--- config.mk ---
export PLATFORM = sky130hd
export DESIGN_NAME = sram_master
export DESIGN_NICKNAME = d
export VERILOG_FILES = /design/src/rtl/axi4_pkg.sv /design/src/rtl/axi4_beat_cnt.sv /design/src/rtl/sram_master.sv
export SDC_FILE = /design/constraint.sdc
export NUM_CORES = 1
export LEC_CHECK = 0
export ABC_AREA = 1
export BUFFER_PORTS_ARGS = -buffer_cell sky130_fd_sc_hd__buf_2
export CORE_AREA = 5 5 155 157
export DETAILED_ROUTE_END_ITERATION = 6
export DIE_AREA = 0 0 160 162
export RECOVER_POWER = 50
export SLEW_MARGIN = 10
export SYNTH_ARGS = -nofsm -noshare
export SYNTH_HDL_FRONTEND = slang
export SYNTH_SLANG_ARGS = --single-unit
--- constraint.sdc ---
create_clock -name i_aclk -period 4.98 [get_ports i_aclk]
set_clock_uncertainty 0.15 [all_clocks]
set_input_delay 0.996 -clock i_aclk [delete_from_list [all_inputs] [get_ports i_aclk]]
set_output_delay 0.996 -clock i_aclk [all_outputs]
set_load 0.005 [all_outputs]
--- src/rtl/axi4_pkg.sv ---
// Shared AXI4 definitions for the on-chip SRAM master/slave pair:
// FSM states, burst and response encodings, and response merging.
package axi4_pkg;

  typedef enum logic [2:0] {
    S_IDLE = 3'd0,
    S_AR   = 3'd1,
    S_R    = 3'd2,
    S_AW   = 3'd3,
    S_W    = 3'd4,
    S_B    = 3'd5
  } state_t;

  localparam logic [1:0] BURST_FIXED = 2'b00;
  localparam logic [1:0] BURST_INCR  = 2'b01;
  localparam logic [1:0] BURST_WRAP  = 2'b10;

  localparam logic [1:0] RESP_OKAY   = 2'b00;
  localparam logic [1:0] RESP_EXOKAY = 2'b01;
  localparam logic [1:0] RESP_SLVERR = 2'b10;
  localparam logic [1:0] RESP_DECERR = 2'b11;

  localparam logic [2:0] SIZE_8B = 3'b011;

  // Worst-of merge: the encodings are ordered by severity.
  function automatic logic [1:0] resp_max(input logic [1:0] a, input logic [1:0] b);
    return (a > b) ? a : b;
  endfunction

endpackage

--- src/rtl/axi4_beat_cnt.sv ---
// Beat counter shared by the R and W paths; last is high while the
// current beat index equals len, so len=255 yields 256 beats.
module axi4_beat_cnt
  import axi4_pkg::*;
(
  input  logic       clk,
  input  logic       rst,
  input  logic       clr,
  input  logic       inc,
  input  logic [7:0] len,
  output logic       last
);

  logic [7:0] cnt;

  // Beat index register, cleared per command and on reset.
  always_ff @(posedge clk) begin
    if (rst) begin
      cnt <= 8'd0;
    end else if (clr) begin
      cnt <= 8'd0;
    end else if (inc) begin
      cnt <= cnt + 8'd1;
    end
  end

  assign last = (cnt == len);

endmodule

--- src/rtl/sram_master.sv ---
// AXI4 master issuing one read or write burst at a time on behalf of a
// local requester; data beats pass straight through with no added latency.
module sram_master
  import axi4_pkg::*;
#(
  parameter int         DATA_W = 64,
  parameter int         ADDR_W = 8,
  parameter logic [3:0] ID     = 4'd0
) (
  input  logic                  i_aclk,
  input  logic                  i_areset,
  input  logic                  i_cmd_valid,
  output logic                  o_cmd_ready,
  input  logic                  i_cmd_write,
  input  logic [ADDR_W-1:0]     i_cmd_addr,
  input  logic [7:0]            i_cmd_len,
  input  logic [1:0]            i_cmd_burst,
  input  logic [DATA_W-1:0]     i_wr_data,
  input  logic [DATA_W/8-1:0]   i_wr_strb,
  input  logic                  i_wr_valid,
  output logic                  o_wr_ready,
  output logic [DATA_W-1:0]     o_rd_data,
  output logic                  o_rd_last,
  output logic                  o_rd_valid,
  input  logic                  i_rd_ready,
  output logic                  o_done,
  output logic [1:0]            o_resp,
  output logic [3:0]            o_arid,
  output logic [ADDR_W-1:0]     o_araddr,
  output logic [7:0]            o_arlen,
  output logic [2:0]            o_arsize,
  output logic [1:0]            o_arburst,
  output logic                  o_arvalid,
  input  logic                  i_arready,
  output logic                  o_arlock,
  output logic [3:0]            o_arcache,
  output logic [2:0]            o_arprot,
  output logic [3:0]            o_arqos,
  output logic [3:0]            o_arregion,
  output logic                  o_aruser,
  output logic [3:0]            o_awid,
  output logic [ADDR_W-1:0]     o_awaddr,
  output logic [7:0]            o_awlen,
  output logic [2:0]            o_awsize,
  output logic [1:0]            o_awburst,
  output logic                  o_awvalid,
  input  logic                  i_awready,
  output logic                  o_awlock,
  output logic [3:0]            o_awcache,
  output logic [2:0]            o_awprot,
  output logic [3:0]            o_awqos,
  output logic [3:0]            o_awregion,
  output logic                  o_awuser,
  input  logic [3:0]            i_rid,
  input  logic [DATA_W-1:0]     i_rdata,
  input  logic [1:0]            i_rresp,
  input  logic                  i_rlast,
  input  logic                  i_rvalid,
  output logic                  o_rready,
  output logic [DATA_W-1:0]     o_wdata,
  output logic [DATA_W/8-1:0]   o_wstrb,
  output logic                  o_wlast,
  output logic                  o_wvalid,
  output logic                  o_wuser,
  input  logic                  i_wready,
  input  logic [3:0]            i_bid,
  input  logic [1:0]            i_bresp,
  input  logic                  i_bvalid,
  output logic                  o_bready
);

  state_t            state, state_next;
  logic [ADDR_W-1:0] ar_addr, aw_addr;
  logic [7:0]        ar_len, aw_len;
  logic [1:0]        ar_burst, aw_burst;
  logic [1:0]        resp, resp_next;
  logic              done, done_next;
  logic              cmd_hs, r_hs, w_hs, b_hs, beat_last;
  logic [7:0]        beat_len;

  assign cmd_hs   = (state == S_IDLE) && i_cmd_valid;
  assign r_hs     = (state == S_R) && i_rvalid && i_rd_ready;
  assign w_hs     = (state == S_W) && i_wr_valid && i_wready;
  assign b_hs     = (state == S_B) && i_bvalid;
  assign beat_len = (state == S_W) ? aw_len : ar_len;

  axi4_beat_cnt u_beat_cnt (
    .clk  (i_aclk),
    .rst  (i_areset),
    .clr  (cmd_hs),
    .inc  (r_hs || w_hs),
    .len  (beat_len),
    .last (beat_last)
  );

  // State, latched command fields, accumulated response and done pulse.
  always_ff @(posedge i_aclk) begin
    if (i_areset) begin
      state    <= S_IDLE;
      ar_addr  <= '0;
      ar_len   <= 8'd0;
      ar_burst <= 2'd0;
      aw_addr  <= '0;
      aw_len   <= 8'd0;
      aw_burst <= 2'd0;
      resp     <= RESP_OKAY;
      done     <= 1'b0;
    end else begin
      state <= state_next;
      resp  <= resp_next;
      done  <= done_next;
      if (cmd_hs && i_cmd_write) begin
        aw_addr  <= i_cmd_addr;
        aw_len   <= i_cmd_len;
        aw_burst <= i_cmd_burst;
      end else if (cmd_hs) begin
        ar_addr  <= i_cmd_addr;
        ar_len   <= i_cmd_len;
        ar_burst <= i_cmd_burst;
      end
    end
  end

  // Next-state and completion decode.
  always_comb begin
    state_next = state;
    done_next  = 1'b0;
    case (state)
      S_IDLE: begin
        if (i_cmd_valid) begin
          state_next = i_cmd_write ? S_AW : S_AR;
        end else begin
          state_next = S_IDLE;
        end
      end
      S_AR: begin
        if (i_arready) state_next = S_R;
        else           state_next = S_AR;
      end
      S_AW: begin
        if (i_awready) state_next = S_W;
        else           state_next = S_AW;
      end
      S_R: begin
        // An early or missing RLAST still closes the burst, flagged via resp.
        if (r_hs && (i_rlast || beat_last)) begin
          state_next = S_IDLE;
          done_next  = 1'b1;
        end else begin
          state_next = S_R;
        end
      end
      S_W: begin
        if (w_hs && beat_last) state_next = S_B;
        else                   state_next = S_W;
      end
      S_B: begin
        if (i_bvalid) begin
          state_next = S_IDLE;
          done_next  = 1'b1;
        end else begin
          state_next = S_B;
        end
      end
      default: state_next = S_IDLE;
    endcase
  end

  // Worst response of the burst, restarted by each accepted command.
  always_comb begin
    resp_next = resp;
    if (cmd_hs) begin
      resp_next = RESP_OKAY;
    end else if (r_hs) begin
      resp_next = resp_max(resp, i_rresp);
      if ((i_rid != ID) || (i_rlast != beat_last)) begin
        resp_next = resp_max(resp_next, RESP_SLVERR);
      end else begin
        resp_next = resp_max(resp_next, RESP_OKAY);
      end
    end else if (b_hs) begin
      resp_next = resp_max(resp, i_bresp);
      if (i_bid != ID) begin
        resp_next = resp_max(resp_next, RESP_SLVERR);
      end else begin
        resp_next = resp_max(resp_next, RESP_OKAY);
      end
    end else begin
      resp_next = resp;
    end
  end

  assign o_cmd_ready = (state == S_IDLE);
  assign o_done      = done;
  assign o_resp      = resp;

  assign o_arid      = ID;
  assign o_araddr    = ar_addr;
  assign o_arlen     = ar_len;
  assign o_arsize    = SIZE_8B;
  assign o_arburst   = ar_burst;
  assign o_arvalid   = (state == S_AR);
  assign o_arlock    = 1'b0;
  assign o_arcache   = 4'd0;
  assign o_arprot    = 3'd0;
  assign o_arqos     = 4'd0;
  assign o_arregion  = 4'd0;
  assign o_aruser    = 1'b0;

  assign o_awid      = ID;
  assign o_awaddr    = aw_addr;
  assign o_awlen     = aw_len;
  assign o_awsize    = SIZE_8B;
  assign o_awburst   = aw_burst;
  assign o_awvalid   = (state == S_AW);
  assign o_awlock    = 1'b0;
  assign o_awcache   = 4'd0;
  assign o_awprot    = 3'd0;
  assign o_awqos     = 4'd0;
  assign o_awregion  = 4'd0;
  assign o_awuser    = 1'b0;

  assign o_rready    = (state == S_R) && i_rd_ready;
  assign o_rd_valid  = (state == S_R) && i_rvalid;
  assign o_rd_data   = (state == S_R) ? i_rdata : '0;
  assign o_rd_last   = (state == S_R) && beat_last;

  assign o_wvalid    = (state == S_W) && i_wr_valid;
  assign o_wr_ready  = (state == S_W) && i_wready;
  assign o_wdata     = (state == S_W) ? i_wr_data : '0;
  assign o_wstrb     = (state == S_W) ? i_wr_strb : '0;
  assign o_wlast     = (state == S_W) && beat_last;
  assign o_wuser     = 1'b0;

  assign o_bready    = (state == S_B);

endmodule
# Word level (Yosys, flattened, before mapping)
# Index checks and enable logic that the tools add are counted.
totals:
  wordCells: 72
  reg_bits: 50
  out_inout_bits: 234
  in_bits: 178
op_classes:
  mux: 25
  n_eq_ne: 7
  bitwise_logic: 1
  n_addsub: 1
  n_lt_le_gt_ge: 6
  reduce_logical: 22
ops:
  columns: ["operator", "n"]
  rows:
  - ["64-bit 2-to-1 mux", 2]
  - ["2-bit 2-to-1 mux", 14]
  - ["3-bit case mux with 6 select lines", 1]
  - ["8-bit 2-to-1 mux", 2]
  - ["1-bit logical AND", 13]
  - ["8-bit by 1-bit adder with 8-bit output (second input constant)", 1]
  - ["8-bit == test", 1]
  - ["4-bit nonzero test", 2]
  - ["3-bit by 2-bit == test with 1-bit output (second input constant)", 2]
  - ["3-bit == test (second input constant)", 2]
  - ["3-bit 2-to-1 mux", 2]
  - ["2-bit by 1-bit greater-than comparator with 1-bit output (second input constant)", 2]
  - ["2-bit greater-than comparator", 2]
  - ["2-bit greater-than comparator (second input constant)", 2]
  - ["3-bit by 1-bit == test with 1-bit output (second input constant)", 1]
  - ["3-bit zero test", 1]
  - ["1-bit logical OR", 3]
  - ["1-bit 2-to-1 mux", 3]
  - ["1-bit case mux with 2 select lines", 1]
  - ["2-bit AND reduction", 1]
  - ["2-bit nonzero test", 1]
  - ["2-bit OR reduction", 1]
  - ["1-bit != test", 1]
  - ["1-bit inverter", 1]

# Logic depth before layout (Yosys ltp)
depth:
  ltp_word: 7
  mapped_depth: 16

# Modules after synthesis
# From an unflattened synthesis, not the netlist that was laid out.
unflattened:
  cells_unflattened: 728
  hier_area_um2: 4096.4
modules_own_cells:
  columns: ["mod", "area_per_inst_um2", "n_inst", "cells_per_inst"]
  rows:
  - ["sram_master", 3554.7, 1, 633]
  - ["axi4_beat_cnt", 541.8, 1, 95]

# Least setup slack after synthesis
# No wires, ideal clock.
synth_path:
  path_kind: "register to output"
  from: "register state[0]"
  to: "output port o_rd_last"
  t_required_ps: 3834
  path_stages_with_launch: 11
  slack_ps: 2589
  arrival_ps: 1245
  cell_sequence: "dfxtp_1 > nor2_4 > buf_4 > nand3_1 > nand2_1 > nand2_1 > nand2_1 > nand2_1 > nor2_1 > nand2_1 > nor2_1"
synth_between:
  elab_chain_cells: 4
  elab_cells_between_ends: 5
synth_lines:
  columns: ["item", "line", "rtl"]
  rows:
  - ["from (decl)", "sram_master.sv:72", "state_t state, state_next;"]
  - ["from (signal assigned)", "sram_master.sv:109", "state <= state_next;"]
  - ["3-bit == test", "sram_master.sv:85", "assign beat_len = (state == S_W) ? aw_len : ar_len;"]
  - ["8-bit 2-to-1 mux", "sram_master.sv:85", null]
  - ["8-bit == test", "axi4_beat_cnt.sv:27", "assign last = (cnt == len);"]
  - ["1-bit logical AND *", "sram_master.sv:226", "assign o_rd_last = (state == S_R) && beat_last;"]
  - ["to (decl)", "sram_master.sv:23", "output logic o_rd_last,"]
# Mark *: on every way between the ends. The rest lies on a longest branch, timed or not.

# Final worst setup path
layout_path:
  from: "register state[2]"
  to: "register aw_len[1], in the netlist o_awlen[1]"
layout_between:
  elab_chain_cells: 3
layout_lines:
  columns: ["item", "line", "rtl"]
  rows:
  - ["3-bit zero test", "sram_master.sv:81", "assign cmd_hs = (state == S_IDLE) && i_cmd_valid;"]
  - ["1-bit logical AND", "sram_master.sv:81", null]
  - ["1-bit logical AND", "sram_master.sv:112", "if (cmd_hs && i_cmd_write) begin"]
  - ["to (signal assigned)", "sram_master.sv:114", "aw_len <= i_cmd_len;"]
  - ["to (decl)", "sram_master.sv:74", "logic [7:0] ar_len, aw_len;"]
# Every way passes these cells.
# A chain may end at the register's enable or synchronous reset.

==> flow_metrics.py <==
metrics = {
    "sta": {
        "fmax_mhz": 250,
        "slew-limit-headroom_pct": 20.7,
        "hold_viol": 0,
        "finalSetupViolCount": 0,
        "period_needed_ns": 4.00,
        "rsz0062_at_grt": "false",
        "period_share_pct": 80.3,
        "slew_violations": 0,
        "fin_tns_setup_ns": 0,
        "tightest_slew_ns": 1.18,
    },
    "place": {
        "numPortBuffers": 362,
        "globalplace.congestion": 0.903,
        "postPlaceCellArea_mm2": 0.00586,
        "dp_hpwl_um": 18100,
    },
    "floorplanning": {
        "die_h_um": 162,
        "placementRows": 55,
        "dieWidth_um": 160,
        "initial_utilization_pct": 18.0,
        "dieArea_mm2": 0.0259,
        "io_pins": 412,
        "core-area_mm2": 0.0224,
    },
    "clocking": {
        "clkTransAtPathRegs_ns": 0.07,
        "cts_max_level": 2,
        "cts_buffers": 5,
        "cts.repair.resized": 0,
        "clockBufferDepth": 2,
        "post_cts_buffers": 0,
        "clock_tree.root_cell": "clkbuf_16",
        "cts_tree": "yes",
        "ctsHoldBuffers": 0,
        "clock_latency_ns": 0.30,
        "cts_sinks": 50,
    },
    "power_and_ir_drop": {
        "power_mw": 1.18,
        "ir_worst_vdd_v": 0.000127,
        "leakage_nw": 3.78,
        "power.density_mw_per_mm2": 200,
    },
    "yosys": {
        "synth_top_area_share_pct": 24.9,
        "syn_area_mm2": 0.00403,
        "synth_area_leaders": "dfxtp_1 (25%), inv_1 (17%), nor2_1 (17%), buf_4 (9.5%), nand2_1 (6.3%)",
        "synthDistinctLibCells": 29,
        "syn_area_per_cell_um2": 5.66,
        "ys_ff_latch": 50,
        "syn_inst": 711,
        "ys_warn_count": 0,
        "ys_seq_area_share_pct": 24.9,
        "synth.largest_area_cell": "dfxtp_1",
    },
    "detailed_routing": {
        "avgViaCountPerCell": 3.95,
        "first_pass_iters": 6,
        "wl_per_cell_um": 15.8,
        "drcViolationCount": 0,
        "vias": 5283,
        "antenna_left": 0,
        "drt_iter0_drc": 386,
        "wl_um": 21000,
    },
    "global_routing": {
        "grt_pass1_wl_um": 30300,
        "grt_usage_pct": 14.9,
        "antenna_found_initial": 2,
        "grt_pass1_vias": 5108,
        "grt-ovfl-total": 0,
        "grt_max_degree": 87,
    },
    "final_layout": {
        "multiInputGateArea_mm2": 0.00196,
        "regArea_mm2": 0.00100,
        "num-nets-final": 1238,
        "syn_to_final_growth_pct": 46.8,
        "nFillCells": 2627,
        "diodes": 0,
        "fin_area_mm2": 0.00591,
        "drive_gt1_share_pct": 30.1,
    },
    "worst_setup_path": {
        "reg2reg_from": "state[2]",
        "startpoint_type": "flop",
        "crit_fanout": 25,
        "critical_path.startpoint": "state[2]",
        "end_kind": "flop",
        "worstPathRequired_ns": 4.99,
        "path_class": "flop to flop",
        "cp.arrival_ns": 4.01,
    },
    "status": {
        "status": "completed",
    },
    "flow_run": {
        "drv_cap": 0,
    },
    "hold_path": {
        "min_path_type": "flop to flop",
        "hold_path.startpoint": "o_araddr[1]",
    },
}
## cell usage in the layout (no fill, tap or decap)
cell type,n
buf_2,294
inv_1,183
nor2_1,180
nand2_1,69
clkbuf_1,68
dfxtp_1,50
conb_1,49
nand3_1,43
a21oi_1,40
o21ai_0,29
ha_1,10
nor3_1,5
clkbuf_16,5
inv_2,3
nor2_2,3
nor2_4,2
nand2_4,2
nand2_2,2
inv_6,2
clkinv_1,1
nand4_1,1
nor3b_1,1
or2_1,1
or2_2,1
o22ai_1,1
o21ai_1,1
xor2_1,1
a31oi_1,1
nor4_1,1
clkinv_4,1
buf_4,1
## cell families after synthesis
family / Yosys count / synth area share, %
fa+ha+maj: 10 / 3.11
xor+xnor: 1 / 0.218
other cells: 2 / 0.187
compound gates: 72 / 9.01
flops: 50 / 24.9
buf+inv: 265 / 30.2
simple gates: 311 / 32.4
## worst max-delay path, stage by stage (launching register included)
cell	delay (ns)
dfxtp_1	0.47
nor2_1	0.28
nand2_2	0.11
nor2_1	0.90
clkinv_1	0.26
nor2_1	0.64
inv_1	0.61
o21ai_0	0.36
a21oi_1	0.06
## sequential cells by signal, indices dropped and copies added (netlist names), named ones only
signal,cells
o_awburst,2
o_arburst,2
u_beat_cnt.cnt,8
o_awlen,8
o_araddr,8
state,3
o_done,1
o_awaddr,8
o_arlen,8
o_resp,1
## routing by layer
layer | GRT usage [%] | wire [um]
met5 | 0 | 27
met4 | 2.93 | 308
met1 | 19.0 | 8760
met3 | 5.96 | 2330
met2 | 24.0 | 9620
## cell type report
class,instances,share of cell area (%)
well taps,285,6.03
multi-input cells,443,33.2
flip-flops and latches,50,16.9
inverters,187,11.9
repair buffers,363,29.3
clock inverters,3,0.445
clock buffers,5,2.12
## cell usage after synthesis
library cell and count:
nand2_2 3, nand2_4 2, clkbuf_1 9, inv_1 182
nand2_1 68, o21ai_0 26, dfxtp_1 50, nand4_1 1
inv_2 5, or2_2 1, nand3_1 43, conb_1 2
nor2_2 4, a21oi_1 40, o21ai_1 4, nor4_1 1
or2_1 1, buf_2 12, buf_6 2, xor2_1 1
nor2_4 4, buf_1 4, ha_1 10, buf_4 51
nor3b_1 1, nor3_1 5, nor2_1 177, a31oi_1 1
o22ai_1 1
## stage by stage
stage | utilization, % | setup slack, ns | instances | hold WS (ns)
finish | 26.4 | 0.981 | 1336 | 0.311
global route | 26.4 | 0.513 | 1336 | 0.333
CTS | 26.9 | 1.17 | 1336 | 0.313
detailed placement | 26.2 | 1.48 | 1328 | 0.303
global placement | 26.2 | 1.61 | 1328 | 0.297
floorplan | - | 2.59 | 758 | 0.306
## where the power goes
part | internal [mW] | switching [mW] | leakage [nW]
clock | 0.191 | 0.167 | 0.0748
combinational | 0.141 | 0.237 | 3.30
sequential | 0.426 | 0.0195 | 0.408
## path summary, 6_finish.rpt
kind                                     to  slack [ns]  depth (start not counted)
worst min-delay path            o_araddr[1]        0.31                          2
worst max-delay path             o_awlen[1]        0.98                          8
worst min register to register  o_araddr[1]        0.31                          2
worst max register to register   o_awlen[1]        0.98                          8
Note: power is estimated with default switching activity, not from simulation.
